<file path="config.mk">
export PLATFORM = sky130hd
export DESIGN_NAME = fft_stage_ctrl
export DESIGN_NICKNAME = d
export VERILOG_FILES = /design/src/rtl/fft_stage_ctrl.sv
export SDC_FILE = /design/constraint.sdc
export NUM_CORES = 1
export LEC_CHECK = 0
export ABC_CLOCK_PERIOD_IN_PS = 4200
export CORE_UTILIZATION = 35
export CTS_CLUSTER_SIZE = 25
export DETAILED_ROUTE_END_ITERATION = 16
export GPL_TIMING_DRIVEN = 1
export REMOVE_ABC_BUFFERS = 1
export SLEW_MARGIN = 20
export SYNTH_ARGS = -nofsm -noshare
export SYNTH_HDL_FRONTEND = slang
export SYNTH_SLANG_ARGS = --single-unit
</file>
<file path="constraint.sdc">
create_clock -name clk -period 4.2 [get_ports clk]
set_input_delay 1.05 -clock clk [delete_from_list [all_inputs] [get_ports clk]]
set_output_delay 1.05 -clock clk [all_outputs]
set_load 0.01 [all_outputs]
</file>
<file path="src/rtl/fft_stage_ctrl.sv">
// Address/handshake controller for one radix-2 DIT FFT stage: sequences butterfly reads,
// tags the butterfly pipeline and steers writeback. Optional stall counter: FFT_STAGE_CTRL_STATS_EN.
module fft_stage_ctrl #(
    parameter int LOG_N  = 6,
    parameter int RD_LAT = 2,
    parameter int WIDTH  = 32
) (
    input  logic                                   clk,
    input  logic                                   rst,
    input  logic                                   start,
    input  logic [$clog2(LOG_N > 1 ? LOG_N : 2)-1:0] stage,
    input  logic                                   hold,
    output logic                                   busy,
    output logic                                   done,
    output logic                                   error,
    output logic                                   rd_en,
    output logic [LOG_N-1:0]                       rd_addr_a,
    output logic [LOG_N-1:0]                       rd_addr_b,
    output logic [LOG_N-2:0]                       tw_addr,
    output logic                                   bf_x_nd,
    output logic [LOG_N-1:0]                       bf_m_in,
    input  logic                                   bf_y_nd,
    input  logic [LOG_N-1:0]                       bf_m_out,
    input  logic                                   bf_error,
    output logic                                   wr_en,
    output logic [LOG_N-1:0]                       wr_addr_a,
    output logic [LOG_N-1:0]                       wr_addr_b
`ifdef FFT_STAGE_CTRL_STATS_EN
    ,
    output logic [15:0]                            stall_cycles
`endif
);

    localparam int SW = $clog2(LOG_N > 1 ? LOG_N : 2);
    localparam logic [SW:0]      LOG_N_V = (SW+1)'(LOG_N);
    localparam logic [SW-1:0]    TW_TOP  = SW'(LOG_N - 1);
    localparam logic [LOG_N-2:0] B_LAST  = '1;
    localparam logic [LOG_N-1:0] W_LAST  = LOG_N'((1 << (LOG_N - 1)) - 1);

    typedef enum logic [1:0] {IDLE, ISSUE, DRAIN} state_t;

    state_t state_reg, state_next;

    logic [SW-1:0]    s_reg;
    logic [LOG_N-1:0] span_reg;
    logic [LOG_N-2:0] b_reg;
    logic             last_rd_reg;
    logic [LOG_N-1:0] wr_cnt_reg;
    logic [LOG_N-1:0] outst_reg;
    logic             done_reg;
    logic             error_reg;
    logic             wr_en_reg;
    logic [LOG_N-1:0] wr_addr_a_reg;
    logic [LOG_N-1:0] wr_addr_b_reg;
    logic             sr_valid_reg [RD_LAT];
    logic [LOG_N-1:0] sr_tag_reg   [RD_LAT];

    logic             accept;
    logic             bad_start;
    logic             issue;
    logic             stage_ok;

    logic [LOG_N-1:0] pos_mask;
    logic [LOG_N-2:0] pos;
    logic [LOG_N-1:0] base;
    logic [SW-1:0]    shamt;

    // ---------------- FSM: state register ----------------
    always_ff @(posedge clk or posedge rst) begin
        if (rst) begin
            state_reg <= IDLE;
        end else begin
            state_reg <= state_next;
        end
    end

    // ---------------- FSM: next state ----------------
    always_comb begin
        state_next = state_reg;
        case (state_reg)
            IDLE:    if (accept) state_next = ISSUE;
            ISSUE:   if (issue && (b_reg == B_LAST)) state_next = DRAIN;
            DRAIN:   if (wr_en_reg && (wr_cnt_reg == W_LAST)) state_next = IDLE;
            default: state_next = IDLE;
        endcase
    end

    // ---------------- FSM: outputs ----------------
    // The done cycle is already IDLE but still counts as busy, so a start there is dropped.
    always_comb begin
        stage_ok  = ({1'b0, stage} < LOG_N_V);
        accept    = (state_reg == IDLE) && !done_reg && start && stage_ok;
        bad_start = (state_reg == IDLE) && !done_reg && start && !stage_ok;
        issue     = (state_reg == ISSUE) && !hold && !last_rd_reg;
        busy      = (state_reg != IDLE) || done_reg;
    end

    // Butterfly b -> addresses; span_reg is 0 out of reset so every address reads 0.
    always_comb begin
        pos_mask  = span_reg - LOG_N'(1);
        pos       = b_reg & pos_mask[LOG_N-2:0];
        base      = ({1'b0, b_reg} & ~pos_mask) << 1;
        rd_addr_a = base | {1'b0, pos};
        rd_addr_b = rd_addr_a + span_reg;
        shamt     = TW_TOP - s_reg;
        tw_addr   = pos << shamt;
    end

    assign rd_en     = issue;
    assign done      = done_reg;
    assign error     = error_reg;
    assign wr_en     = wr_en_reg;
    assign wr_addr_a = wr_addr_a_reg;
    assign wr_addr_b = wr_addr_b_reg;
    assign bf_x_nd   = sr_valid_reg[RD_LAT-1];
    assign bf_m_in   = sr_tag_reg[RD_LAT-1];

    always_ff @(posedge clk or posedge rst) begin
        if (rst) begin
            s_reg         <= '0;
            span_reg      <= '0;
            b_reg         <= '0;
            last_rd_reg   <= 1'b0;
            wr_cnt_reg    <= '0;
            outst_reg     <= '0;
            done_reg      <= 1'b0;
            error_reg     <= 1'b0;
            wr_en_reg     <= 1'b0;
            wr_addr_a_reg <= '0;
            wr_addr_b_reg <= '0;
        end else begin
            last_rd_reg <= issue;
            if (issue) begin
                b_reg <= b_reg + (LOG_N-1)'(1);
            end
            if (wr_en_reg) begin
                wr_cnt_reg <= wr_cnt_reg + LOG_N'(1);
            end
            if (accept) begin
                s_reg      <= stage;
                span_reg   <= LOG_N'(1) << stage;
                b_reg      <= '0;
                wr_cnt_reg <= '0;
            end

            wr_en_reg <= bf_y_nd && (state_reg != IDLE);
            if (bf_y_nd && (state_reg != IDLE)) begin
                wr_addr_a_reg <= bf_m_out;
                wr_addr_b_reg <= bf_m_out + span_reg;
            end
            done_reg <= wr_en_reg && (wr_cnt_reg == W_LAST);

            // Simultaneous issue and return leave the count unchanged.
            case ({bf_x_nd, bf_y_nd})
                2'b10:   outst_reg <= outst_reg + LOG_N'(1);
                2'b01:   if (outst_reg != '0) outst_reg <= outst_reg - LOG_N'(1);
                default: outst_reg <= outst_reg;
            endcase

            if (bad_start || bf_error ||
                (bf_y_nd && ((state_reg == IDLE) || (outst_reg == '0)))) begin
                error_reg <= 1'b1;
            end
        end
    end

    // Read-latency alignment: tag and strobe travel together for RD_LAT cycles.
    always_ff @(posedge clk or posedge rst) begin
        if (rst) begin
            sr_valid_reg[0] <= 1'b0;
            sr_tag_reg[0]   <= '0;
        end else begin
            sr_valid_reg[0] <= issue;
            if (issue) begin
                sr_tag_reg[0] <= rd_addr_a;
            end
        end
    end

    generate
        for (genvar gi = 1; gi < RD_LAT; gi++) begin : g_rd_pipe
            always_ff @(posedge clk or posedge rst) begin
                if (rst) begin
                    sr_valid_reg[gi] <= 1'b0;
                    sr_tag_reg[gi]   <= '0;
                end else begin
                    sr_valid_reg[gi] <= sr_valid_reg[gi-1];
                    sr_tag_reg[gi]   <= sr_tag_reg[gi-1];
                end
            end
        end
    endgenerate

`ifdef FFT_STAGE_CTRL_STATS_EN
    logic [15:0] stall_reg;

    always_ff @(posedge clk or posedge rst) begin
        if (rst) begin
            stall_reg <= '0;
        end else if (accept) begin
            stall_reg <= '0;
        end else if ((state_reg == ISSUE) && hold && (stall_reg != 16'hFFFF)) begin
            stall_reg <= stall_reg + 16'd1;
        end
    end

    assign stall_cycles = stall_reg;
`endif

endmodule

</file>
Yosys cells after proc, flatten, opt, wreduce, memory -nomap -nowiden

Cells that the tools add are included.

Add/sub/neg operators: 8
Magnitude comparators: 1
Eq/ne operators: 10
Shift-type cells: 2
Multiplexer cells: 10
Bitwise operators: 4
Reduce and logical (&&, ||, !) cells: 27

Operator list:

| kind                  | count |
|---|---|
| $mux W6               | 3 |
| $add A6 B1 Y6 const B | 2 |
| $add A6 B6 Y6         | 2 |
| $pmux W6 S2           | 1 |
| $and A5 B5 Y5         | 2 |
| $logic_and A1 B1 Y1   | 10 |
| $mux W5               | 2 |
| $ne A2 B2 Y1 const B  | 4 |
| $reduce_bool A2 Y1    | 4 |
| $eq A6 B5 Y1 const B  | 1 |
| $logic_not A6 Y1      | 1 |
| $mux W2               | 3 |
| $or A6 B5 Y6          | 1 |
| $pmux W2 S3           | 1 |
| $reduce_bool A6 Y1    | 1 |
| $shl A1 B3 Y6 const A | 1 |
| $sub A6 B1 Y6 const B | 1 |
| $add A5 B1 Y5 const B | 1 |
| $eq A5 B5 Y1 const B  | 1 |
| $not A5 Y5            | 1 |
| $shl A5 B3 Y5         | 1 |
| $sub A5 B1 Y5 const B | 1 |
| $eq A2 B1 Y1 const B  | 2 |
| $eq A2 B2 Y1 const B  | 2 |
| other kinds (7)       | 13 |

Flip-flop bits (word level): 57
Input bits: 15
Output and inout bits: 41
Logic and storage cells: 77

Longest topological paths before layout

Word-level depth: 6
Gate-level depth with buffers: 10
Mapped depth without buffers: 10

Worst setup path after synthesis

Ideal clock, no wire load.

Kind: register to output
From: reg span_reg[1]
To: out rd_addr_b[5]
Arrival: 2,275 ps
Data required time: 3,150 ps
Slack: 875 ps
Cell stages (with the launch flop): 11
Path buffers: 0
Path through: dfrtp_1 inv_1 ha_1 nor3b_1 xor2_1 a32o_1 ha_1 a21oi_1 o21ai_0 xor2_1 xnor2_1

Longest elaborated chain between the ends: 5
Elaborated cells on any way between the ends: 6
Those cells by class: 2 x add/sub; 4 x bitwise

Ends and longest elaborated chain:

| element                | RTL line | RTL |
|---|---|---|
| start, declared        | 45       | `logic [LOG_N-1:0] span_reg;` |
| start signal, assigned | 141      | `span_reg <= LOG_N'(1) << stage;` |
| $sub A5 B1 Y5 (*)      | 100      | `pos_mask = span_reg - LOG_N'(1);` |
| $not A5 Y5             | 102      | `base = ({1'b0, b_reg} & ~pos_mask) << 1;` |
| $and A5 B5 Y5          | 102      |  |
| $or A6 B5 Y6 (*)       | 103      | `rd_addr_a = base \| {1'b0, pos};` |
| net rd_addr_a[4]       | 17       | `output logic [LOG_N-1:0] rd_addr_a,` |
| $add A6 B6 Y6 (*)      | 104      | `rd_addr_b = rd_addr_a + span_reg;` |
| end, declared          | 18       | `output logic [LOG_N-1:0] rd_addr_b,` |

The timed path passes the listed nets; every way through them passes the cells marked *.

Worst setup path after layout

From: reg span_reg[2]
To: out rd_addr_b[3]

Longest elaborated chain between the ends: 5
Elaborated cells on any way between the ends: 6
Those cells by class: 2 x add/sub; 4 x bitwise

Ends and longest elaborated chain:

| element           | RTL line |
|---|---|
| $sub A5 B1 Y5     | 100 |
| $not A5 Y5        | 102 |
| $and A5 B5 Y5     | 102 |
| $or A6 B5 Y6      | 103 |
| $add A6 B6 Y6 (*) | 104 |

Mark *: on every way between the ends. The rest lies on a longest branch, timed or not.

==> run summary <==
Worst slew pin tran: 0.7535 ns
Register area share after synthesis: 0.4651
FP Rows: 33
Final cell count without fillers: 474
Cells after synthesis: 307
Port Buffers: 55
Setup Skew: 0.005646 ns
PD cells: 831.3 nW/um^2
Final WL: 7082 um
Mean post-synth cell area: 9.989 um^2
Post-synth ARST share: 1.000
Unrepaired setup endpoints after global routing: false
Setup TNS: 0 ns
Fin worst setup slack: 0.2140 ns
Drc violations: 0
Min-Delay Path Class: reg2reg
Tot Pwr: 3.239 mW
Footprint of the multi-input gates: 1500 um^2
ANT nets after route: 0
Synth area leader: dfrtp_1
CTS Root Buffer Type: clkbuf_8
Synth top area share: 0.4651
Post-place setup slack: 0.2379 ns
Critical path class: reg2out
CTS tree: done
Number of buffers created by CTS: 9
Most common cell after layout, fill and taps aside: dfrtp_1
Top cells by area, synth: dfrtp_1 (47%), ha_1 (6.9%), nand2_1 (4.7%)
Final min period: 3.986 ns
Boundary Pins: 56
Diode count: 0
DP HPWL: 5080 um
VDD IR max: 0.0004533 V
Dpl cells: 457
Storage cell area: 1430 um^2
Ratio of cells with drive above 1 in the final layout: 0.1003
Final setup violation count: 0
Global Route Usage Sum: 0.1752
Nets: 399
Largest net degree at the start of global routing: 58
Grt ovf: 0
Yosys cell types: 52
Core area: 8341 um^2
Mapped cell area: 3067 um^2
First-pass GRT wire length: 11910 um
Die Span Y: 95.61 um
First-pass iteration count of the detailed router: 5
Vias in the first global route: 2427
Gpl congestion: 0.8479
Vias per inst: 5.017
FILL cells: 819
Initial cell density of the core: 0.3677
Antenna violations before repair: 0
LEAKAGE: 1.765 nW
Final worst path period share: 0.9490
Dominant synthesized flop cell: dfrtp_1
Peak Freq: 250.9 MHz
CTS sink cnt: 57
Synth Register Bits: 57
Status: finished clean
Max Slew Vio Count: 0
Clk buf depth: 2
Worst path required time: 3.15 ns
CTS clk-pin slew, worst paths: 0.07 ns
Area growth from synthesis to layout: 27.05%
DRT iter0 DRCs: 132
Critical path launch point type: flop
Routed WL per cell: 14.94 um
Die area: 9140 um^2
Synthesis Warnings: 0
Max cap viols: 0
Post-CTS Hold Fix Bufs: 0
Hold violation count in the final report: 0
Htree depth: 3
Clk_lat worst skew: 0.33 ns
Post-synth EDFFs: 0
Most frequent cells in the layout: dfrtp_1 (54), clkdlybuf4s50_1 (53), nand2_1 (38), nor2_1 (26)
Crit. End Element: output pin
Crit Path Max Fanout: 7
Slew headroom: 0.4977
Die X: 95.61 um
Vias: 2378
CP arrival: 2.94 ns
[cells in the mapped netlist (all sizes together) (3+ instances only)]
master and count:
mux2i 6, nand2 38, a21o 5, mux2 6, nor2 26, dfrtp 57
o21ai 18, fa 3, o21a 5, a21oi 13, xnor2 10, clkbuf 4
xor2 10, o31ai 6, nand2b 6, ha 17, nor3b 3, nand4 3
nor2b 4, buf 9, a211oi 3, and3 3, nand3 3, inv 18
[worst max-delay path: stages, from the launching register on]
cell and delay [ns]:
dfrtp_1 0.48, or4_1 0.57, a21oi_1 0.21, o21bai_1 0.21
ha_1 0.33, xnor2_1 0.23, clkdlybuf4s50_1 0.58
[stage by stage]
stage	util	hold WS (ns)	cell area [um^2]
2_1_floorplan	-	0.3501	2989
3_3_place_gp	0.4428	0.3577	3694
4_1_cts	0.4664	0.3763	3890
3_5_place_dp	0.4428	0.3619	3694
5_1_grt	0.4671	0.3944	3896
6_report	0.4671	0.3686	3896
[report_power, final]
group | internal (mW) | total (mW) | switching, mW
clock network | 0.243 | 0.470 | 0.227
logic | 0.922 | 1.75 | 0.830
registers | 0.787 | 1.02 | 0.230
total | 1.95 | 3.24 | 1.29
[final cells by class]
| type | count | area share |
|---|---|---|
| clock buffers | 11 | 0.03886 |
| clock inverters | 5 | 0.007707 |
| inverters | 19 | 0.01830 |
| multi-input cells | 218 | 0.3850 |
| flip-flops and latches | 57 | 0.3671 |
| well taps | 105 | 0.03372 |
| repair buffers | 59 | 0.1493 |
[final timing paths]
| path | to | startpoint | depth (start not counted) | slack (ns) |
|---|---|---|---|---|
| hold reg to reg | bf_m_in[3]$_DFF_PP0_ | sr_tag_reg[9]$_DFFE_PP0P_ | 0 | 0.37 |
| max in group asynchronous | span_reg[3]$_DFFE_PP0P_ | rst | 3 | 2.40 |
| hold / removal | bf_m_in[3]$_DFF_PP0_ | sr_tag_reg[9]$_DFFE_PP0P_ | 0 | 0.37 |
| setup reg to reg | outst_reg[5]$_DFFE_PP0P_ | bf_x_nd$_DFF_PP0_ | 7 | 2.03 |
| min in group asynchronous | outst_reg[1]$_DFFE_PP0P_ | rst | 3 | 1.22 |
| setup / recovery | rd_addr_b[3] | span_reg[2]$_DFFE_PP0P_ | 6 | 0.21 |
[per-layer routing]
metal	part of all wire	up-vias	global-route usage
met1	0.47	1154	0.2300
met4	0.0061	0	0.04104
li1	-	1172	-
met5	0	-	0
met2	0.48	48	0.2786
met3	0.041	4	0.05901
[cells by family (layout without fill, tap and decap cells)]
| logic type | Yosys count | count (layout) | synth area share |
|---|---|---|---|
| and+or+nand+nor | 98 | 98 | 0.1534 |
| buffers and inverters | 32 | 94 | 0.04855 |
| DFF | 57 | 57 | 0.4651 |
| other | 1 | 1 | 0.001223 |
| muxes | 12 | 12 | 0.04161 |
| AOI/OAI and AO/OA | 67 | 67 | 0.1440 |
| adders and majority gates | 20 | 20 | 0.08894 |
| xor gates and xnor gates | 20 | 20 | 0.05712 |
[timing repair]
item | in CTS | in global routing
gates resized for setup | 5 | 2
setup endpoints to repair | 1 | 2
setup buffers | 1 | 0
endpoints found under the hold margin | 0 | 0
No activity file was read; power rests on OpenSTA's default activity.
==> RTL change (same flow settings) <==
`RD_LAT`: 2 -> 1.
--- a/src/rtl/fft_stage_ctrl.sv
+++ b/src/rtl/fft_stage_ctrl.sv
@@ -4,3 +4,3 @@
     parameter int LOG_N  = 6,
-    parameter int RD_LAT = 2,
+    parameter int RD_LAT = 1,
     parameter int WIDTH  = 32
Function: changed (a bounded check fails within 4 cycles, from zero or initial values and one cycle with rst high).
==> RTL change against the original RTL <==
Wire length is 8.6% lower; combinational power is 14% lower; final area is 5.9% lower; setup slack worse by 0.014 ns; total power is 17% lower; largest power group unchanged; sequential power is 16% lower; hold slack better by 0.11 ns; sequential cell count is 7 lower; first-iteration DRC count is 1.5% higher; area after synthesis is 7.5% lower.
==> RTL change: results (changes against the original RTL) <==
Worst hold path
  – Hold Crit Endpoint: done (was bf_m_in[3])
  – Hold Crit Start: wr_cnt_reg[5] (was sr_tag_reg[9])
  – Worst Hold Depth: 1 (was 0)

Logic synthesis
  – Post-synth top cells: 50 x dfrtp_1, 40 x nand2_1, 26 x nor2_1, 18 x inv_1, 18 x o21ai_0 (was 57 x dfrtp_1, 38 x nand2_1, 26 x nor2_1, 18 x inv_1, 17 x ha_1)
  – Post-synthesis sequential area ratio: 0.441 (was 0.465)
  – Yosys cell types: 49 (was 52)
  – Largest cells by area after synthesis: dfrtp_1 44%, ha_1 7.5%, nand2_1 5.3% (was dfrtp_1 47%, ha_1 6.9%, nand2_1 4.7%)

Worst setup path
  – Max FO, Critical Path: 5 (was 7)
  – Critical Path AT: 2.95 ns (was 2.94 ns)
  – R2r setup slk: 2.01 ns (was 2.03 ns)

Drt
  – DRT Wirelength: 6480 um (was 7080 um)
  – Pre-antenna DRT Iters: 4 (was 5)

Clock network
  – TritonCTS Buffers: 5 (was 9)
  – Clock-pin transition on the worst setup and hold timing paths: 0.10 ns (was 0.07 ns)
  – H-tree Lvls: 2 (was 3)

Layout
  – Fill count: 763 (was 819)
  – Layout Nets: 391 (was 399)

STA
  – Post-Route Skew: 0.0120 ns (was 0.00565 ns)
  – Worst-Margin Slew: 0.870 ns (was 0.753 ns)

Global routing
  – Largest net degree at the start of global routing: 51 (was 58)
  – Total track usage: 0.165 (was 0.175)
  – GRT met3 Usage: 0.0307 (was 0.0590)
  – Met2 Use GR: 0.269 (was 0.279)
  – Vias in the first global route: 2,185 (was 2,427)
  – GR Layer Usage met1: 0.227 (was 0.230)

Run status
  – Status: complete, no violations (unchanged)

Power
  – Leak: 0.00167 uW (was 0.00176 uW)

Placed design
  – GPL Wtd Cong: 0.801 (was 0.848)
  – Inst Count DP: 448 (was 457)
  – DP HPWL: 4840 um (was 5080 um)
==> RTL change: cell count changes after synthesis, sizes merged, moves of 2 or more <==
cell	change
nand3	+2
o21a	-2
a32o	+3
a22o	+2
buf	-7
dfrtp	-7
nand2	+2
nand2b	+2
mux2i	-2
o31ai	-2
a21oi	-2
==> RTL change: worst max-delay path by stage <==
| stage | to | cells past startpoint | startpoint |
|---|---|---|---|
| floorplan | rd_addr_b[5] | 10 | span_reg[1] |
| global placement | rd_addr_b[5] | 11 | span_reg[1] |
| detailed placement | rd_addr_b[5] | 11 | span_reg[1] |
| CTS | rd_addr_b[5] | 11 | span_reg[0] |
| global route | rd_addr_b[4] | 10 | span_reg[1] |
| finish | rd_addr_b[4] | 9 | span_reg[1] |
==> RTL change: repair_timing <==
item                       4_1_cts  5_1_grt
cloned                           0        0
gates resized for setup          3        6
setup endpoints to repair        1        1
pin swaps                        0        1
setup buffers                    2        1
==> RTL change: worst max-delay path, stage by stage (launching register included) <==
cell,delay (ns)
dfrtp_2,0.43
inv_1,0.09
ha_2,0.34
nor2b_1,0.07
a21o_2,0.24
fa_1,0.44
a21o_1,0.17
a21oi_1,0.16
xnor2_1,0.15
clkdlybuf4s50_1,0.56
==> RTL change: layout make-up <==
| cell class | count | area, um2 | area share |
|---|---|---|---|
| Sequential cell | 50 | 1250 | 0.342 |
| Tap cell | 102 | 128 | 0.0348 |
| Multi-Input combinational cell | 219 | 1510 | 0.412 |
| Clock inverter | 1 | 8.76 | 0.00239 |
| Clock buffer | 7 | 96.3 | 0.0263 |
| Inverter | 19 | 72.6 | 0.0198 |
| Timing Repair Buffer | 61 | 598 | 0.163 |
==> RTL change: kinds of logic (layout without fill, tap and decap cells) <==
family	Yosys count	count (layout)	share of synthesized area
multiplexers	11	11	0.0432
AND/OR/NAND/NOR	102	102	0.167
adder cells (fa/ha/maj)	20	20	0.0962
buffers and inverters	25	88	0.0362
AO/OA/AOI/OAI	65	65	0.153
XOR/XNOR	20	20	0.0618
flip-flops	50	50	0.441
other	1	1	0.00132
==> RTL change: routing by layer <==
layer,share of wire,up-vias
met2,0.47,43
met1,0.49,1070
met5,0,-
li1,-,1135
met3,0.040,2
met4,0.0034,0
==> RTL change: report_power, final <==
part	switching, uW	internal [uW]
clock	169	151
combinational	687	811
sequential	192	663
==> RTL change: per-stage QoR <==
stage / setup WS, ns / area (um2) / power, uW / hold slack (ns)
finish: 0.200 / 3670 / 2670 / 0.474
global route: 0.0373 / 3670 / 2890 / 0.504
CTS: 0.00653 / 3630 / 2680 / 0.479
detailed placement: 0.244 / 3500 / 2330 / 0.464
global placement: 0.306 / 3500 / 2320 / 0.454
floorplan: 0.861 / 2800 / 1710 / 0.438
